**config.mk**
```make
export PLATFORM = sky130hd
export DESIGN_NAME = dmem_arbiter
export DESIGN_NICKNAME = d
export VERILOG_FILES = /design/src/rtl/riscv_mem_pkg.sv /design/src/rtl/dmem_arb_pick.sv /design/src/rtl/dmem_arbiter.sv
export SDC_FILE = /design/constraint.sdc
export NUM_CORES = 1
export LEC_CHECK = 0
export ABC_AREA = 1
export CAP_MARGIN = 25
export CELL_PAD_IN_SITES_DETAIL_PLACEMENT = 1
export CELL_PAD_IN_SITES_GLOBAL_PLACEMENT = 2
export CORE_MARGIN = 2
export CORE_UTILIZATION = 15
export CTS_BUF_LIST = sky130_fd_sc_hd__clkbuf_4
export CTS_CLUSTER_DIAMETER = 40
export DETAILED_ROUTE_END_ITERATION = 10
export PLACE_DENSITY = 0.79
export SYNTH_ARGS = -nofsm -noshare
export SYNTH_HDL_FRONTEND = slang
export SYNTH_SLANG_ARGS = --single-unit
```
**constraint.sdc**
```tcl
create_clock -name clk -period 1.1 [get_ports clk]
set_input_delay 0.165 -clock clk [delete_from_list [all_inputs] [get_ports clk]]
set_output_delay 0.165 -clock clk [all_outputs]
set_load 0.1 [all_outputs]
```
**src/rtl/riscv_mem_pkg.sv**
```systemverilog
`default_nettype none
// ============================================================================
//  Module      : riscv_mem_pkg
//  Description : Shared definitions for the data-memory arbiter: default
//                address/data widths, the arbiter state encoding and a small
//                helper that maps a port index to its ownership state.
//  Contents    : DMEM_ADDR_W, DMEM_DATA_W, arb_state_e, own_state()
//  Revision    : 1.0  initial release
// ============================================================================
package riscv_mem_pkg;

    localparam int unsigned DMEM_ADDR_W = 10;
    localparam int unsigned DMEM_DATA_W = 32;

    typedef enum logic [1:0] {
        IDLE = 2'd0,
        OWN0 = 2'd1,
        OWN1 = 2'd2
    } arb_state_e;

    // Ownership state for the port that just took a locked access.
    function automatic arb_state_e own_state(input logic port1);
        return port1 ? OWN1 : OWN0;
    endfunction

endpackage : riscv_mem_pkg
`default_nettype wire

```
**src/rtl/dmem_arb_pick.sv**
```systemverilog
`default_nettype none
// ============================================================================
//  Module      : dmem_arb_pick
//  Description : Combinational two-way request picker. When both requests
//                are present, prio1_i selects the winner (0 = port 0,
//                1 = port 1). A lone request always wins; no request, no grant.
//  Ports       : req0_i, req1_i  - requests
//                prio1_i         - tie-break selector
//                gnt0_o, gnt1_o  - one-hot (or zero) grants
//  Revision    : 1.0  initial release
// ============================================================================
module dmem_arb_pick
    import riscv_mem_pkg::*;
(
    input  logic req0_i,
    input  logic req1_i,
    input  logic prio1_i,
    output logic gnt0_o,
    output logic gnt1_o
);

    assign gnt0_o = req0_i & ~(req1_i &  prio1_i);
    assign gnt1_o = req1_i & ~(req0_i & ~prio1_i);

endmodule : dmem_arb_pick
`default_nettype wire

```
**src/rtl/dmem_arbiter.sv**
```systemverilog
`default_nettype none
// ============================================================================
//  Module      : dmem_arbiter
//  Description : Two-port arbiter in front of a single-ported data memory
//                with combinational read. Port 0 is the CPU memory stage,
//                port 1 the loader/debug port. Grants are combinational in
//                the request cycle; load data is captured at the grant edge
//                and presented with a one-cycle rvalid pulse. A locked access
//                keeps ownership with the granting port (atomic RMW) until it
//                issues an unlocked access or drops valid.
//  Config      : DMEM_ARB_RR_EN - when defined, contention in IDLE is
//                resolved round-robin; otherwise port 0 has fixed priority.
//  Ports       : clk, rst (sync, active-high)
//                rq0_* / rq1_* - request ports (valid, write, lock, addr,
//                                wdata in; ready, rvalid, rdata out)
//                mem_*         - data memory strobes, address, data
//  Revision    : 1.0  initial release
// ============================================================================
module dmem_arbiter
    import riscv_mem_pkg::*;
#(
    parameter int unsigned ADDR_W = DMEM_ADDR_W,
    parameter int unsigned DATA_W = DMEM_DATA_W
) (
    input  logic              clk,
    input  logic              rst,

    input  logic              rq0_valid,
    input  logic              rq0_write,
    input  logic              rq0_lock,
    input  logic [ADDR_W-1:0] rq0_addr,
    input  logic [DATA_W-1:0] rq0_wdata,
    output logic              rq0_ready,
    output logic              rq0_rvalid,
    output logic [DATA_W-1:0] rq0_rdata,

    input  logic              rq1_valid,
    input  logic              rq1_write,
    input  logic              rq1_lock,
    input  logic [ADDR_W-1:0] rq1_addr,
    input  logic [DATA_W-1:0] rq1_wdata,
    output logic              rq1_ready,
    output logic              rq1_rvalid,
    output logic [DATA_W-1:0] rq1_rdata,

    output logic [ADDR_W-1:0] mem_addr,
    output logic [DATA_W-1:0] mem_wdata,
    output logic              mem_memwrite,
    output logic              mem_memread,
    input  logic [DATA_W-1:0] mem_rdata
);

    arb_state_e        state_q;
    arb_state_e        state_d;
    logic              rvalid0_q;
    logic              rvalid0_d;
    logic              rvalid1_q;
    logic              rvalid1_d;
    logic [DATA_W-1:0] rdata0_q;
    logic [DATA_W-1:0] rdata0_d;
    logic [DATA_W-1:0] rdata1_q;
    logic [DATA_W-1:0] rdata1_d;

    logic              pick0;
    logic              pick1;
    logic              prio1;
    logic              gnt0;
    logic              gnt1;

    // ------------------------------------------------------------------------
    // Tie-break source for the IDLE picker
    // ------------------------------------------------------------------------
`ifdef DMEM_ARB_RR_EN
    // rr_q = 1 means port 1 wins the next tie. It follows every grant,
    // including grants made while a port owns the memory.
    logic rr_q;
    logic rr_d;

    always_comb begin
        rr_d = rr_q;
        if (gnt0) begin
            rr_d = 1'b1;
        end else if (gnt1) begin
            rr_d = 1'b0;
        end
    end

    always_ff @(posedge clk) begin
        if (rst) begin
            rr_q <= 1'b0;
        end else begin
            rr_q <= rr_d;
        end
    end

    assign prio1 = rr_q;
`else
    assign prio1 = 1'b0;
`endif

    dmem_arb_pick u_pick (
        .req0_i  (rq0_valid),
        .req1_i  (rq1_valid),
        .prio1_i (prio1),
        .gnt0_o  (pick0),
        .gnt1_o  (pick1)
    );

    // ------------------------------------------------------------------------
    // Grant decode. Grants are suppressed while rst is high so nothing
    // reaches memory during reset even though the inputs may be active.
    // ------------------------------------------------------------------------
    always_comb begin
        gnt0 = 1'b0;
        gnt1 = 1'b0;
        if (!rst) begin
            case (state_q)
                IDLE: begin
                    gnt0 = pick0;
                    gnt1 = pick1;
                end
                OWN0:    gnt0 = rq0_valid;
                OWN1:    gnt1 = rq1_valid;
                default: ;
            endcase
        end
    end

    // ------------------------------------------------------------------------
    // Next state. An owning port keeps the memory only while it keeps
    // issuing locked accesses; an idle cycle or an unlocked access releases.
    // ------------------------------------------------------------------------
    always_comb begin
        state_d = state_q;
        case (state_q)
            IDLE: begin
                if ((gnt0 && rq0_lock) || (gnt1 && rq1_lock)) begin
                    state_d = own_state(gnt1);
                end
            end
            OWN0: begin
                if (!gnt0 || !rq0_lock) begin
                    state_d = IDLE;
                end
            end
            OWN1: begin
                if (!gnt1 || !rq1_lock) begin
                    state_d = IDLE;
                end
            end
            default: state_d = IDLE;
        endcase
    end

    // Read-data capture happens at the grant edge, only for loads.
    always_comb begin
        rvalid0_d = gnt0 & ~rq0_write;
        rvalid1_d = gnt1 & ~rq1_write;
        rdata0_d  = rvalid0_d ? mem_rdata : rdata0_q;
        rdata1_d  = rvalid1_d ? mem_rdata : rdata1_q;
    end

    always_ff @(posedge clk) begin
        if (rst) begin
            state_q   <= IDLE;
            rvalid0_q <= 1'b0;
            rvalid1_q <= 1'b0;
            rdata0_q  <= '0;
            rdata1_q  <= '0;
        end else begin
            state_q   <= state_d;
            rvalid0_q <= rvalid0_d;
            rvalid1_q <= rvalid1_d;
            rdata0_q  <= rdata0_d;
            rdata1_q  <= rdata1_d;
        end
    end

    // ------------------------------------------------------------------------
    // Outputs
    // ------------------------------------------------------------------------
    assign rq0_ready  = gnt0;
    assign rq1_ready  = gnt1;
    assign rq0_rvalid = rvalid0_q;
    assign rq1_rvalid = rvalid1_q;
    assign rq0_rdata  = rdata0_q;
    assign rq1_rdata  = rdata1_q;

    // Memory bus is zero when nothing is granted.
    assign mem_addr     = gnt0 ? rq0_addr  : (gnt1 ? rq1_addr  : '0);
    assign mem_wdata    = gnt0 ? rq0_wdata : (gnt1 ? rq1_wdata : '0);
    assign mem_memwrite = (gnt0 & rq0_write)  | (gnt1 & rq1_write);
    assign mem_memread  = (gnt0 & ~rq0_write) | (gnt1 & ~rq1_write);

endmodule : dmem_arbiter
`default_nettype wire

```
==> results.txt <==
initial antenna violation count - 1
post-DP HPWL - 12,210 µm
Top Layer Used - met4
CP max-delay cell - dfxtp_2
dpl ws - -746.4 ps
buffer depth of the longest clock path - 2
met3 wire length - 1495 µm
syn nets - 598
Worst path max stage delay - 330 ps
metal2 WL - 9653 µm
Post-CTS Hold Buffers - 0
Post-Synthesis Cell Area - 0.003139 mm²
Crit Path Max Fanout - 7
initial cell density of the core - 15.42%
clk root buf - clkbuf_4
routed vias/inst - 4.157
H-tree depth - 3
area delta synth->final - 201.5%
YS warnings - 0
# fillers - 2,187
failing checks - negative setup slack
PortBufs - 235
fin crit share - 170.3%
final hold violation count - 0
fin cells - 1,037
worst vdd ir - 0.0003782 V
Final Core Density - 46.47%
most numerous cell on the critical path - nand2_4
Largest delay share family, worst path - buffers and inverters
P_leak - 0.003845 µW
status - finished with violations
Synth Area in XOR/XNOR - 0%
Cell Chain, Critical Path - inv_2 -> nand2_4 -> nor2_4 -> buf_6 -> buf_16 -> nand2_4 -> nand2_8 -> buf_12
Post-Synth Simple-Gate Area - 39.98%
cts bufs inserted - 9
Hold WC Path Type - in -> reg
power density over the cells - 925.0 mW/mm²
Mapped Cells - 474
clock sink count - 68
Area contributors post-synth - dfxtp_1 43%, nand2_1 19%, nor2_1 8.1%
worst path bufs/invs - 4
global-route wire length before repair - 26,100 µm
total iterations of the first detailed-routing run - 4
largest family of logic cells by synthesized area - simple AND/OR/NAND/NOR gates
Rel. slew slack - 81.32%
unrepaired setup endpoints after global routing - yes
GRT Util Overall - 15.56%
Yosys top cell area share - 43.36%
Max Slew Vio Count - 0
Rows - 52
clock skew - 8.955 ps
mux share of post-synthesis cell area - 0%
clock latency at the later pin of the worst-skew pair - 450 ps
grt ovf - 0
drt total wl - 18,030 µm
post-layout minimum cycle time - 1874 ps
vias in the first global route - 4,611
Worst EP required - 940 ps
flops & latches, synth - 68
worst setup margin - -773.7 ps
metal1 wirelength - 6524 µm
Synth area leader - dfxtp_1
placer congestion estimate - 0.7315
CP Capture Type - primary output
Post-DRT Antenna Nets - 0
Netlist cell types - 19
share of cells above drive strength 1 - 56.53%
via count - 4,311
Die Y - 148.7 µm
final setup violation count - 179
arrival time worst endpoint - 1710 ps
core area - 0.02036 mm²
largest net degree at the start of global routing - 33
Total Nets Final - 885
CTS tree - done
compound-gate portion of the synthesized area - 5.460%
Worst Tran Pin Value - 279.9 ps
sequential area share after synthesis - 43.36%
Adder-Cell Fraction of Synth Area - 0%
DR WL/cell - 17.39 µm
Reg clk slew, reported paths - 120 ps
Placed Cells - 973
startpoint types - register
die footprint - 0.02210 mm²
first-iteration detailed-routing DRC count - 105
DIE WIDTH - 148.7 µm
IO Pins - 236
# DRC - 0
synthesized area per cell - 6.623 µm²
Max Cap Viol - 0
Max Freq - 533.7 MHz
Setup CP Type - reg -> out
==> metal layers <==
metal / global-route usage, % / up-vias
li1: - / 2074
met1: 16.78 / 2062
met2: 28.45 / 153
met3: 5.951 / 22
met4: 4.143 / 0
met5: 0 / -
==> flip-flops by register name, summed over array words and instances, names as in the netlist <==
signal / count
rq0_rdata: 32
rq0_rvalid: 1
rq1_rdata: 32
rq1_rvalid: 1
state_q: 2
==> repair_timing <==
action	CTS	global route
resized for setup	125	46
pin swaps	4	10
buffers inserted	28	8
gates cloned	5	8
endpoints found under the setup margin	178	179
endpoints found under the hold margin	0	0
==> report_power, final <==
part / switching, µW / leakage, µW / total, µW / internal [µW]
registers: 117 / 0.000586 / 2700 / 2590
logic: 2580 / 0.00319 / 4380 / 1800
clock network: 975 / 0.0000712 / 1670 / 695
==> worst min-delay path: cells and delay by family <==
| kind | cells | cell delay [ps] |
|---|---|---|
| simple gates | 1 | 30 |
| buf+inv | 2 | 440 |
==> layout make-up <==
cell class	count	area, µm²	area share (%)
antenna	1	2.502	0.02644
clock buffer	10	75.07	0.7932
clock inverter	6	55.05	0.5817
inverter	43	176.4	1.864
multi-input combinational	330	2855	30.17
sequential	68	1463	15.45
tap	270	337.8	3.570
timing repair buffer	309	4499	47.54
==> Yosys cell counts <==
cell type	count
nand3_1	32
nand2_1	160
o22ai_1	1
inv_2	3
buf_4	1
clkbuf_1	11
buf_1	6
o21ai_1	30
nand4_1	32
o21ai_0	3
buf_6	7
inv_1	40
nor2_1	68
clkbuf_2	1
nand2_2	1
nor2_4	2
nand3_2	1
buf_2	7
dfxtp_1	68
==> final timing paths <==
| check | end | slack, ps | cells after the start | from |
|---|---|---|---|---|
| max | mem_wdata[12] | -770 | 8 | state_q[1]$_SDFFE_PP0P_ |
| min | state_q[1]$_SDFFE_PP0P_ | 210 | 3 | rq1_lock |
| min reg2reg | rq0_rdata[26]$_SDFFE_PP0P_ | 490 | 2 | rq0_rdata[26]$_SDFFE_PP0P_ |
| max reg2reg | rq0_rdata[18]$_SDFFE_PP0P_ | -570 | 11 | state_q[1]$_SDFFE_PP0P_ |
==> cells in the final DEF (no fill, tap or decap), types with 5 or more instances in the layout <==
| master | instances |
|---|---|
| nand2_1 | 38 |
| nand3_1 | 5 |
| nand3_2 | 26 |
| dfxtp_2 | 60 |
| clkbuf_16 | 7 |
| o21ai_1 | 26 |
| nand2_2 | 45 |
| clkdlybuf4s50_1 | 123 |
| buf_4 | 34 |
| nand4_1 | 32 |
| inv_1 | 39 |
| o21ai_2 | 5 |
| dfxtp_4 | 7 |
| buf_6 | 12 |
| nand2_8 | 60 |
| nand2_4 | 18 |
| clkbuf_4 | 10 |
| nor2_1 | 67 |
| buf_16 | 6 |
| buf_12 | 126 |
==> metrics by stage <==
step	area (µm²)	hold WS (ps)	TNS (ps)	total power, µW
after global routing	9464	191.8	-80090	9144
after global placement	8144	472.7	-71270	6677
after detailed placement	8144	481.5	-74080	6709
after floorplan	4225	269.8	-15340	5015
after CTS	8986	154.9	-67310	8710
final	9464	212.7	-63930	8754
==> kinds of logic after synthesis <==
family / count (synthesis)
buf+inv: 76
simple gates: 296
flops: 68
compound gates: 34
No activity file was read; power rests on OpenSTA's default activity.
